$ cat src/rtl/mm_verify_tx_sched_pkg.sv
// Shared MAC-merge definitions: scheduler state encodings, verify/respond
// mPacket framing constants and the byte-wide CRC-32 update.
package mm_verify_tx_sched_pkg;

  typedef enum logic [2:0] {
    ST_IDLE     = 3'd0,
    ST_PREAMBLE = 3'd1,
    ST_SMD      = 3'd2,
    ST_DATA     = 3'd3,
    ST_MCRC     = 3'd4,
    ST_IPG      = 3'd5
  } tx_state_e;

  localparam logic [7:0]  SMD_V          = 8'h07;
  localparam logic [7:0]  SMD_R          = 8'h19;
  localparam logic [7:0]  PREAMBLE_OCTET = 8'h55;
  localparam logic [31:0] MCRC_XOR       = 32'h0000FFFF;
  // IEEE 802.3 polynomial 0x04C11DB7 in bit-reversed form (LSB-first shifting)
  localparam logic [31:0] CRC32_POLY     = 32'hEDB88320;

  localparam logic [6:0] PREAMBLE_LEN = 7'd7;
  localparam logic [6:0] DATA_LEN     = 7'd60;
  localparam logic [6:0] MCRC_LEN     = 7'd4;

  function automatic logic [31:0] crc32_byte(input logic [31:0] crc, input logic [7:0] data);
    logic [31:0] c;
    c = crc ^ {24'h000000, data};
    for (int i = 0; i < 8; i++) begin
      c = c[0] ? ((c >> 1) ^ CRC32_POLY) : (c >> 1);
    end
    return c;
  endfunction

endpackage

$ cat src/rtl/mm_crc32_byte.sv
// Byte-wide running CRC-32 register; clear presets to all-ones, enable folds
// in one octet per cycle.
module mm_crc32_byte
  import mm_verify_tx_sched_pkg::*;
(
  input  logic        clk,
  input  logic        reset_begin,
  input  logic        clr,
  input  logic        en,
  input  logic [7:0]  data,
  output logic [31:0] crc
);

  // CRC state register
  always_ff @(posedge clk) begin
    if (reset_begin) begin
      crc <= 32'h00000000;
    end else if (clr) begin
      crc <= 32'hFFFFFFFF;
    end else if (en) begin
      crc <= crc32_byte(crc, data);
    end else begin
      crc <= crc;
    end
  end

endmodule

$ cat src/rtl/mm_verify_tx_sched.sv
// MAC-merge verify/respond mPacket transmit scheduler with verify timer.
// Outputs are registered and lag the state register by one cycle.
module mm_verify_tx_sched
  import mm_verify_tx_sched_pkg::*;
#(
  parameter int unsigned IPG_OCTETS          = 12,
  parameter int unsigned VERIFY_TIMER_CYCLES = 1250000
) (
  input  logic       clk,
  input  logic       reset_begin,
  input  logic       link_fail,
  input  logic       send_v,
  input  logic       send_r,
  input  logic       exp_busy,
  input  logic       pmac_busy,
  input  logic       verify_timer_start,
  output logic       tx_en,
  output logic [7:0] tx_data,
  output logic       mv_busy,
  output logic       send_v_done,
  output logic       send_r_done,
  output logic       verify_timer_done
);

  localparam int TW = (VERIFY_TIMER_CYCLES > 1) ? $clog2(VERIFY_TIMER_CYCLES) : 1;
  localparam logic [6:0] IPG_LAST = 7'(IPG_OCTETS - 1);

  tx_state_e   state_r, state_next_s;
  logic [6:0]  cnt_r, cnt_next_s;
  logic        resp_sel_r;
  logic        start_s, last_ipg_s, crc_clr_s, crc_en_s;
  logic [31:0] crc_s, mcrc_s;
  logic [7:0]  mcrc_octet_s;
  logic [TW-1:0] timer_cnt_r;
  logic        timer_run_r;

  mm_crc32_byte u_crc (
    .clk         (clk),
    .reset_begin (reset_begin),
    .clr         (crc_clr_s),
    .en          (crc_en_s),
    .data        (8'h00),
    .crc         (crc_s)
  );

  assign mcrc_s       = ~crc_s ^ MCRC_XOR;
  assign mcrc_octet_s = mcrc_s[{cnt_r[1:0], 3'b000} +: 8];

  // Next-state and octet counter sequencing
  always_comb begin
    state_next_s = state_r;
    cnt_next_s   = cnt_r;
    start_s      = 1'b0;
    last_ipg_s   = 1'b0;
    crc_clr_s    = 1'b0;
    crc_en_s     = 1'b0;
    if (link_fail) begin
      state_next_s = ST_IDLE;
      cnt_next_s   = 7'd0;
    end else begin
      case (state_r)
        ST_IDLE: begin
          crc_clr_s = 1'b1;
          if ((send_r || send_v) && !exp_busy && !pmac_busy) begin
            start_s      = 1'b1;
            state_next_s = ST_PREAMBLE;
            cnt_next_s   = 7'd0;
          end else begin
            state_next_s = ST_IDLE;
          end
        end
        ST_PREAMBLE: begin
          if (cnt_r == PREAMBLE_LEN - 7'd1) begin
            state_next_s = ST_SMD;
            cnt_next_s   = 7'd0;
          end else begin
            cnt_next_s = cnt_r + 7'd1;
          end
        end
        ST_SMD: begin
          state_next_s = ST_DATA;
          cnt_next_s   = 7'd0;
        end
        ST_DATA: begin
          crc_en_s = 1'b1;
          if (cnt_r == DATA_LEN - 7'd1) begin
            state_next_s = ST_MCRC;
            cnt_next_s   = 7'd0;
          end else begin
            cnt_next_s = cnt_r + 7'd1;
          end
        end
        ST_MCRC: begin
          if (cnt_r == MCRC_LEN - 7'd1) begin
            state_next_s = ST_IPG;
            cnt_next_s   = 7'd0;
          end else begin
            cnt_next_s = cnt_r + 7'd1;
          end
        end
        ST_IPG: begin
          if (cnt_r == IPG_LAST) begin
            last_ipg_s   = 1'b1;
            state_next_s = ST_IDLE;
            cnt_next_s   = 7'd0;
          end else begin
            cnt_next_s = cnt_r + 7'd1;
          end
        end
        default: begin
          state_next_s = ST_IDLE;
          cnt_next_s   = 7'd0;
        end
      endcase
    end
  end

  // State, octet counter and respond-select registers
  always_ff @(posedge clk) begin
    if (reset_begin) begin
      state_r    <= ST_IDLE;
      cnt_r      <= 7'd0;
      resp_sel_r <= 1'b0;
    end else begin
      state_r <= state_next_s;
      cnt_r   <= cnt_next_s;
      if (start_s) begin
        resp_sel_r <= send_r;
      end
    end
  end

  // Registered transmit outputs; mv_busy also covers the trailing done cycle
  always_ff @(posedge clk) begin
    if (reset_begin) begin
      tx_en       <= 1'b0;
      tx_data     <= 8'h00;
      mv_busy     <= 1'b0;
      send_v_done <= 1'b0;
      send_r_done <= 1'b0;
    end else begin
      tx_en   <= 1'b0;
      tx_data <= 8'h00;
      if (!link_fail) begin
        case (state_r)
          ST_PREAMBLE: begin
            tx_en   <= 1'b1;
            tx_data <= PREAMBLE_OCTET;
          end
          ST_SMD: begin
            tx_en   <= 1'b1;
            tx_data <= resp_sel_r ? SMD_R : SMD_V;
          end
          ST_DATA: begin
            tx_en   <= 1'b1;
            tx_data <= 8'h00;
          end
          ST_MCRC: begin
            tx_en   <= 1'b1;
            tx_data <= mcrc_octet_s;
          end
          default: begin
            tx_en   <= 1'b0;
            tx_data <= 8'h00;
          end
        endcase
      end
      mv_busy     <= (state_next_s != ST_IDLE) || last_ipg_s;
      send_r_done <= last_ipg_s && resp_sel_r;
      send_v_done <= last_ipg_s && !resp_sel_r;
    end
  end

  // Verify timer: done rises VERIFY_TIMER_CYCLES cycles after the start pulse
  always_ff @(posedge clk) begin
    if (reset_begin || link_fail) begin
      timer_cnt_r       <= '0;
      timer_run_r       <= 1'b0;
      verify_timer_done <= 1'b0;
    end else if (verify_timer_start) begin
      timer_cnt_r       <= TW'(VERIFY_TIMER_CYCLES - 1);
      timer_run_r       <= 1'b1;
      verify_timer_done <= 1'b0;
    end else if (timer_run_r) begin
      if (timer_cnt_r <= TW'(1)) begin
        timer_cnt_r       <= '0;
        timer_run_r       <= 1'b0;
        verify_timer_done <= 1'b1;
      end else begin
        timer_cnt_r <= timer_cnt_r - TW'(1);
      end
    end else begin
      timer_cnt_r <= timer_cnt_r;
    end
  end

endmodule

$ cat config.mk
export PLATFORM = sky130hd
export DESIGN_NAME = mm_verify_tx_sched
export DESIGN_NICKNAME = d
export VERILOG_FILES = /design/src/rtl/mm_verify_tx_sched_pkg.sv /design/src/rtl/mm_crc32_byte.sv /design/src/rtl/mm_verify_tx_sched.sv
export SDC_FILE = /design/constraint.sdc
export NUM_CORES = 1
export LEC_CHECK = 0
export CAP_MARGIN = 5
export CORE_UTILIZATION = 25
export DETAILED_ROUTE_END_ITERATION = 10
export GPL_TIMING_DRIVEN = 0
export PLACE_DENSITY_LB_ADDON = 0.08
export SYNTH_ARGS = -nofsm -noshare
export SYNTH_HDL_FRONTEND = slang
export SYNTH_SLANG_ARGS = --single-unit
$ cat constraint.sdc
create_clock -name clk -period 5.8 [get_ports clk]
set_clock_uncertainty 0.2 [all_clocks]
set_input_delay 1.16 -clock clk [delete_from_list [all_inputs] [get_ports clk]]
set_output_delay 1.16 -clock clk [all_outputs]
set_load 0.01 [all_outputs]
# After elaboration in Yosys (flattened, before gate mapping)
# Cells that the tools add are included.
# classes
n_lt_le_gt_ge	1
n_eq_ne	10
mux	42
reduce_logical	18
bitwise	10
n_addsub	2
shift	1
# op_table
operator	n
$mux 32	10
$not 13->14	8
$mux 21	3
$mux 7	5
$pmux 7 s5	1
$not 32->32	1
$shiftx 32x6->8	1
$pmux 8 s3	1
$le 21x1->1 const B	1
$sub 21x1->21 const B	1
$pmux 3 s6	1
$not 16->16	1
$mux 1	15
$mux 3	5
$add 7x1->7 const B	1
$eq 7x2->1 const B	1
$eq 7x3->1 const B	1
$eq 7x4->1 const B	1
$eq 7x6->1 const B	1
$eq 3x2->1 const B	2
$eq 3x3->1 const B	2
$mux 5	1
$logic_and 1x1->1	4
$reduce_bool 2->1	2
other kinds (9)	14
# totals
in_bits	8
output_inout_bits	13
reg_bits	78

# Logic depth before layout (Yosys ltp)
# depth
ltp_word	18
ltp_mapped	8
ltp_nobuf	7

# By module
# From an unflattened synthesis, not the netlist that was laid out.
# unflattened
cells_unflattened	528
area_unflattened_um2	4488.1
# by_module_without_submodules
module	seq_area_each_um2	instances	cells_per_inst	area_each_um2
mm_verify_tx_sched	920.9	1	331	2536.2
mm_crc32_byte	640.6	1	197	1951.9

# Least setup slack after synthesis
# OpenSTA, ideal clock, no wires.
# synth_timing
kind	input port to flip-flop
from	in send_r
to	reg cnt_r[4]
setup_slack_ns	3.276
arrival_ns	2.208
setup_time_ns	0.117
cell_stages	5
t_required_ns	5.483
path_cell_list	nor2_1 -> o31ai_1 -> nand4_1 -> xor2_1 -> nor2_1
# synth_via
elab_chain_cells	4
# synth_lines
element	line_no	source
start, declared	mm_verify_tx_sched.sv:13	input logic send_r,
$logic_or 1x1->1	mm_verify_tx_sched.sv:64	if ((send_r || send_v) && !exp_busy && !pmac_busy) begin
$logic_and 1x1->1 (2 in series)	mm_verify_tx_sched.sv:64	
$ne 2x2->1 (no line)	n/a	
end signal, assigned	mm_verify_tx_sched.sv:126	cnt_r <= cnt_next_s;
end, declared	mm_verify_tx_sched.sv:29	logic [6:0] cnt_r, cnt_next_s;
# No other way between the ends.
# A chain may end at the register's enable or synchronous reset.

# Worst setup path after layout
# layout_timing
from	in link_fail
to	reg u_crc.crc[24]
# layout_via
elab_chain_cells	2
elab_cells_between_ends	4
cone_classes	3 x mux; 1 x reduce/logical
# layout_lines
element	line_no	source
start, declared	mm_verify_tx_sched.sv:11	input logic link_fail,
$mux 1	mm_verify_tx_sched.sv:57	if (link_fail) begin
$mux 32 / $reduce_bool 2->1 (equally long branches)	n/a	
end signal, assigned	mm_crc32_byte.sv:21	crc <= crc32_byte(crc, data);
end signal, assigned	mm_crc32_byte.sv:23	crc <= crc;
end, declared	mm_crc32_byte.sv:11	output logic [31:0] crc
# Several ways; a longest one is shown, not always the timed one.

==> metrics list <==
* Die Span Y: 131 µm
- The congestion estimate from routability-driven global placement came to 0.812.
- STA classifies the critical path endpoint as a flip-flop.
* Timing-limited maximum frequency: 0.322 GHz
- The filler cells instantiated in the layout total 1731.
- Pin count of the biggest net entering global routing: 13
* Drt total wl: 11900 µm
- At the worst endpoint, the required time is 5.85 ns.
* RR Startpoint: state_r[1]
* Number of nets produced by synthesis: a little over 500
- Counting instances, the worst hold path has a depth of 2.
- For the pin with the worst max-slew slack, the measured transition is about 0.98 ns.
- Summed over all cells, the static leakage comes to 1.70 nW.
- The tree is rooted in a clkbuf_16.
- The critical path in this run is classified as in2reg.
* Number of standard-cell rows in the floorplan: 46
- Average wire length per cell after detail routing: 15.9 µm
- Slew headroom: around a third
- The finished layout holds 750 standard cells, fillers aside.
* Mapped Area: 4180 µm²
- The worst register-to-register path ends at u_crc.crc[24].
- Data on the critical path arrives at its endpoint at ~3.2 ns.
- TritonCTS Buffers: 9
- First-pass GRT wire length: 19800 µm
- After clock tree synthesis, the repair step resized 0 gates.
- Top-area cell type share of the netlist area: 37.4%
- Largest fanout on the critical path: 10
- The worst register-to-register path has a depth of 8.
- Post-synth EDFFs: 0
* Number of flip-flops and latches in the synthesized netlist: 78
* Clk buf depth: 2
- CTS H-tree lvls: 3
* Synthesized area per cell: 8.39 µm²
* Drt first pass iters: 4
* Final Net Count: 541
- Area enclosed by the die boundary: between 15000 and 20000 µm²
- Latest clock arrival within the worst-skew pair: 0.34 ns
- Clock-pin slew on the worst setup and hold paths: 0.06 ns
- Most instantiated cells after synthesis: dfxtp_1, nor2_1, xnor2_1, clkbuf_1, a21oi_1
- Setup repair after global routing missed its margin: false
* Sum of negative setup slack: 0 ns
- Async set-or-reset flop fraction in the synthesized netlist: 0%
- Synthesis produced a netlist whose cell count is 498.
- In the final layout, the share of cells above drive strength 1 is 8.80%.
* Dominant cell by count in the synthesized netlist: dfxtp_1
- For this design, the CTS-stage hold fixing added 0 buffers.
- Once the floorplan was initialized, standard cells occupied around a quarter of the core.
- Share of the clock period used by the worst path: 53.6%
- The smallest clock period supported by the final layout is computed as 3.11 ns.
* Library cell occupying the most area in the post-synthesis netlist: dfxtp_1
- Leading cell types by total area after synthesis: dfxtp_1, xnor2_1, nor2_1
* DP Wirelength: about 8600 µm
- Number of violations reported at the end of detailed-routing iteration 0: roughly 170
- Yosys synthesis warning count: 0
- The hold violation total from the final report is 0.
* Number of antenna-violating nets in the routed design: 0
- Antenna violations before repair: 0
- Worst min-delay path endpoint: timer_cnt_r[15]
* Setup-failing EPs final: 0
- Global Route Usage Sum: 14.7%
* Power per Cell Area: 306 nW/µm²
* Port Buf Inserts: 19
* Post-synthesis cell type count: 53
- Dominant register cell in the synthesized netlist: dfxtp_1
* Total instance count after detailed placement: 734
- Vias in the first global route: 3565
- Worst-case setup margin in the final layout: approximately 2.7 ns
* Boundary Pins: 21
- STA classifies the critical path startpoint as an input port.
* Average via count per standard cell: approximately 4.7
- In the routed design, unresolved DRC markers number 0.
- Clock tree synthesis found a total of a little under 80 sinks.
- Detailed routing inserted a total of 3555 vias.
- Post-placement setup slack: 2.34 ns
- The flow ran to the end, and the final reports show no timing, DRC or antenna violations.
- Across the VDD grid, the largest voltage drop is between 0.1 and 0.15 mV.
- Buffers inserted by post-CTS timing repair: 0
* Maximum Capacitance Violations: 0
- Beginning of the worst hold path: timer_cnt_r[15]
* Area Growth Syn to Fin: 19.5%
- Clock tree from TritonCTS: done
* Standard cell core area: between 15000 and 20000 µm²
- Max-slew violation total from the final report: 0
* Overflow left after global routing: 0
- The die is 131 µm wide.
* Setup slack on the worst flop-to-flop path: 3.19 ns
- Multi-input combinational cell area: 2430 µm²
* Area occupied by registers: 1560 µm²
- Class of the worst hold path: reg2reg
* Number of antenna repair diodes: 0
* Proportion of synthesized chip area in sequential cells: 37.4%
-- layout make-up --
cell class	instances	area share (%)
Clock buffer	13	5.21
Inverter	8	0.602
Timing Repair Buffer	20	3.91
Clock inverter	3	1.80
Sequential cell	78	31.3
Buffer	37	3.11
Multi-Input combinational cell	375	48.7
Tap cell	216	5.41
-- through the flow --
step	util (%)	total power, W	hold WS, ns	cell area [µm²]
2_1_floorplan	-	0.000803	0.248	4180
4_1_cts	31.0	0.00155	0.295	4990
5_1_grt	31.0	0.00161	0.322	4990
3_5_place_dp	28.8	0.000868	0.285	4640
3_3_place_gp	28.8	0.000868	0.270	4640
6_report	31.0	0.00153	0.288	4990
-- how the worst max path moves through the flow --
stage	startpoint	to	slack (ns)	depth (start not counted)
final	link_fail	u_crc.crc[24]	2.69	7
after global routing	link_fail	u_crc.crc[21]	2.52	7
after CTS	link_fail	u_crc.crc[21]	2.71	7
after detailed placement	link_fail	u_crc.crc[21]	2.34	7
after global placement	send_r	cnt_r[1]	2.19	5
after floorplan	send_r	cnt_r[4]	3.28	5
-- sequential cells by signal (all words and copies together), names as in the netlist, 3 cells and up --
signal,cells
cnt_r,7
state_r,3
timer_cnt_r,21
tx_data,8
u_crc.crc,32
-- metal layers --
metal / global-route usage (%) / vias to the layer above / part of all wire [%]
met5: 0 / - / 0
met4: 5.23 / 0 / 1.4
met3: 2.35 / 11 / 2.7
met2: 23.3 / 49 / 45
met1: 20.0 / 1691 / 51
li1: - / 1804 / -
-- critical path, cell delays in order --
cell	delay [ns]
clkdlybuf4s50_1	0.47
or2_2	0.32
clkbuf_1	0.18
nand2_1	0.25
buf_1	0.48
nor2_1	0.08
a211oi_1	0.21
-- report_power, final --
part	internal (W)	total, W	leakage [nW]	switching, W
clock	0.000445	0.000673	0.170	0.000228
sequential	0.000560	0.000584	0.641	0.0000235
combinational	0.000120	0.000273	0.887	0.000153
total	0.00112	0.00153	1.70	0.000405
-- cell usage in the layout (no fill, tap or decap), drive strengths merged, types with 3 or more instances in the layout --
cell            n
nor3b           5
or4             5
nor2           81
dfxtp          78
nand3           9
or2             6
a21oi          26
inv             8
a21o            5
ha              4
nand2          21
o211ai          6
clkbuf         44
nor2b           5
o22ai          20
xnor2          54
xor2           20
o31ai           3
nor3           23
a211oi         20
o21ai          15
nand2b          4
clkdlybuf4s50  19
buf             7
bufinv          3
nor4            7
or3             4
nand4           4
a31oi           5
and3            3
-- kinds of logic (layout without fill, tap and decap cells) --
kind of cell             count (synthesis)  count (layout)  share of synthesized area (%)
AND/OR/NAND/NOR                        183             183                           22.9
AO/OA/AOI/OAI                          112             112                           18.0
flip-flops                              78              78                           37.4
XOR/XNOR                                74              74                           15.5
buffers and inverters                   45              81                           4.43
adder cells (fa/ha/maj)                  4               4                           1.20
multiplexers                             2               2                          0.509
(Power assumes the default switching activity.)
==> RTL change, RTL diff (same flow settings) <==
Set the parameter `VERIFY_TIMER_CYCLES` to 2500000 (it was 1250000).
--- a/src/rtl/mm_verify_tx_sched.sv
+++ b/src/rtl/mm_verify_tx_sched.sv
@@ -6,3 +6,3 @@
   parameter int unsigned IPG_OCTETS          = 12,
-  parameter int unsigned VERIFY_TIMER_CYCLES = 1250000
+  parameter int unsigned VERIFY_TIMER_CYCLES = 2500000
 ) (
Formal check against the unedited RTL: no difference found for any inputs over 10 cycles, from zero or initial values and one cycle with reset_begin high; that may be too few to reach the edited logic, so the function may still have changed.
==> RTL change against the unedited design <==
Final area is 1.3% lower. Global-route usage grew 0.30 points. Final cell count is 0.13% higher. Sequential cell count increased by 1. Maximum frequency down 2.2%. Hold slack got worse by 0.031 ns. Synthesized area decreased by 0.54%. Total power fell by 5.2%. Via count down 0.65%. Worst setup slack worse by 0.071 ns. Register-to-register slack got worse by 0.24 ns. Wire length down 0.63%. Critical path depth shrank 1. Critical path type unchanged. Largest cell class unchanged.
==> RTL change: results (changes against the unedited design) <==
- Setup Fix Bufs, Post-CTS: 0 (unchanged)
- First-pass GRT wire length: 19,220 um (-3.0%)
- Syn nets: 513 (+0.59%)
- Post-Place Cell Area: 4614 um^2 (-0.59%)
- Slowest stage delay, CP: 0.53 ns (+0.05 ns)
- Biggest regs: u_crc.crc: 32 flops, timer_cnt_r: 22 flops, tx_data: 8 flops
- Reg-to-Reg Start: cnt_r[0]
- Synth top area cells: dfxtp_1 (38%), xnor2_1 (13%), nor2_1 (7.5%)
- DRT iter0 DRCs: 201 (+18%)
- Arrival time at the worst endpoint: 3.25 ns (+0.09 ns)
- WL/cell: 15.75 um (-0.76%)
- Layout cells sized above 1: 4.673% (-4.1 points)
- Hold path start: verify_timer_done
- Post-layout util: 30.68% (-0.30 points)
- Slew headroom: 46.97% (+13 points)
- Non-filler instance count after layout: 751 (+0.13%)
- Via density: 4.703 (-0.78%)
- Syn Inst Count: 501 (+0.60%)
- Leak: 1.708 nW (+0.55%)
- Post-place setup slack: 2.250 ns (-0.09192 ns)
- Met3 usage: 3.217% (+0.86 points)
- Switching portion of total power: 27.43% (+0.96 points)
- # nets final: 543 (+0.37%)
- Sequential share of the synthesized area: 38.07% (+0.68 points)
- Status: complete, no violations
- Detail Placement HPWL: 8715 um (+1.4%)
- Yosys warns: 0 (unchanged)
- Met1 Use GR: 20.35% (+0.31 points)
- Slowest stage cell, crit path: nor2_1
- Post-placement cell count: 736 (+0.27%)
- Fillcell total: 1,726 (-0.29%)
- GR Util met2: 23.72% (+0.46 points)
- Synth cell count leaders: nor2_1 (83), dfxtp_1 (79), xnor2_1 (60)
- Total track usage: 14.99% (+0.30 points)
- Routability cong.: 0.8659 (+6.7%)
## RTL change: kinds of logic (layout without fill, tap and decap cells)
group | count (synthesis) | in the layout | synth area share (%)
AO/OA/AOI/OAI | 116 | 116 | 18.92
buffers and inverters | 46 | 80 | 4.247
multiplexers | 1 | 1 | 0.2410
flip-flops | 79 | 79 | 38.07
adder cells (fa/ha/maj) | 4 | 4 | 1.205
AND/OR/NAND/NOR | 177 | 177 | 20.87
XOR/XNOR | 78 | 78 | 16.45
## RTL change: power groups by stage
stage | Clock [mW] | Combinational (mW) | Sequential, mW
floorplan | 0 | 0.201 | 0.595
global placement | 0 | 0.255 | 0.602
global route | 0.654 | 0.280 | 0.593
detailed placement | 0 | 0.253 | 0.602
CTS | 0.630 | 0.256 | 0.590
finish | 0.606 | 0.254 | 0.590
## RTL change: worst paths after layout
check,endpoint,slack (ns),cells past startpoint
worst min-delay path,verify_timer_done,0.26,2
worst min register to register,verify_timer_done,0.26,2
worst max register to register,cnt_r[4],2.95,8
worst max-delay path,timer_cnt_r[11],2.62,6
## RTL change: worst reg2reg max path, stage by stage (launching register included)
cell and delay, ns:
dfxtp_1 0.32, clkbuf_1 0.20, inv_1 0.19, ha_1 0.20
nand4bb_1 0.13, a2111o_1 0.42, a211oi_2 0.51, nor2_1 0.22
a311o_1 0.36
## RTL change: final cells by class
type | instances | share of cell area (%)
clock buffer | 9 | 4.572
inverter | 9 | 0.6858
tap | 216 | 5.486
sequential | 79 | 32.11
buffer | 37 | 2.896
multi-input combinational | 376 | 48.64
clock inverter | 6 | 1.753
timing repair buffer | 19 | 3.861
## RTL change: through the flow
step	hold slack [ns]	total power [mW]
floorplan	0.2326	0.7960
global placement	0.2495	0.8577
detailed placement	0.2537	0.8553
CTS	0.2636	1.475
global route	0.2962	1.527
finish	0.2573	1.450
## RTL change: per-layer routing
metal	vias to the layer above	part of all wire [%]	wire, um
li1	1822	-	-
met1	1664	50	5973
met2	39	45	5357
met3	7	3.1	367
met4	0	1.1	129
met5	-	0	0
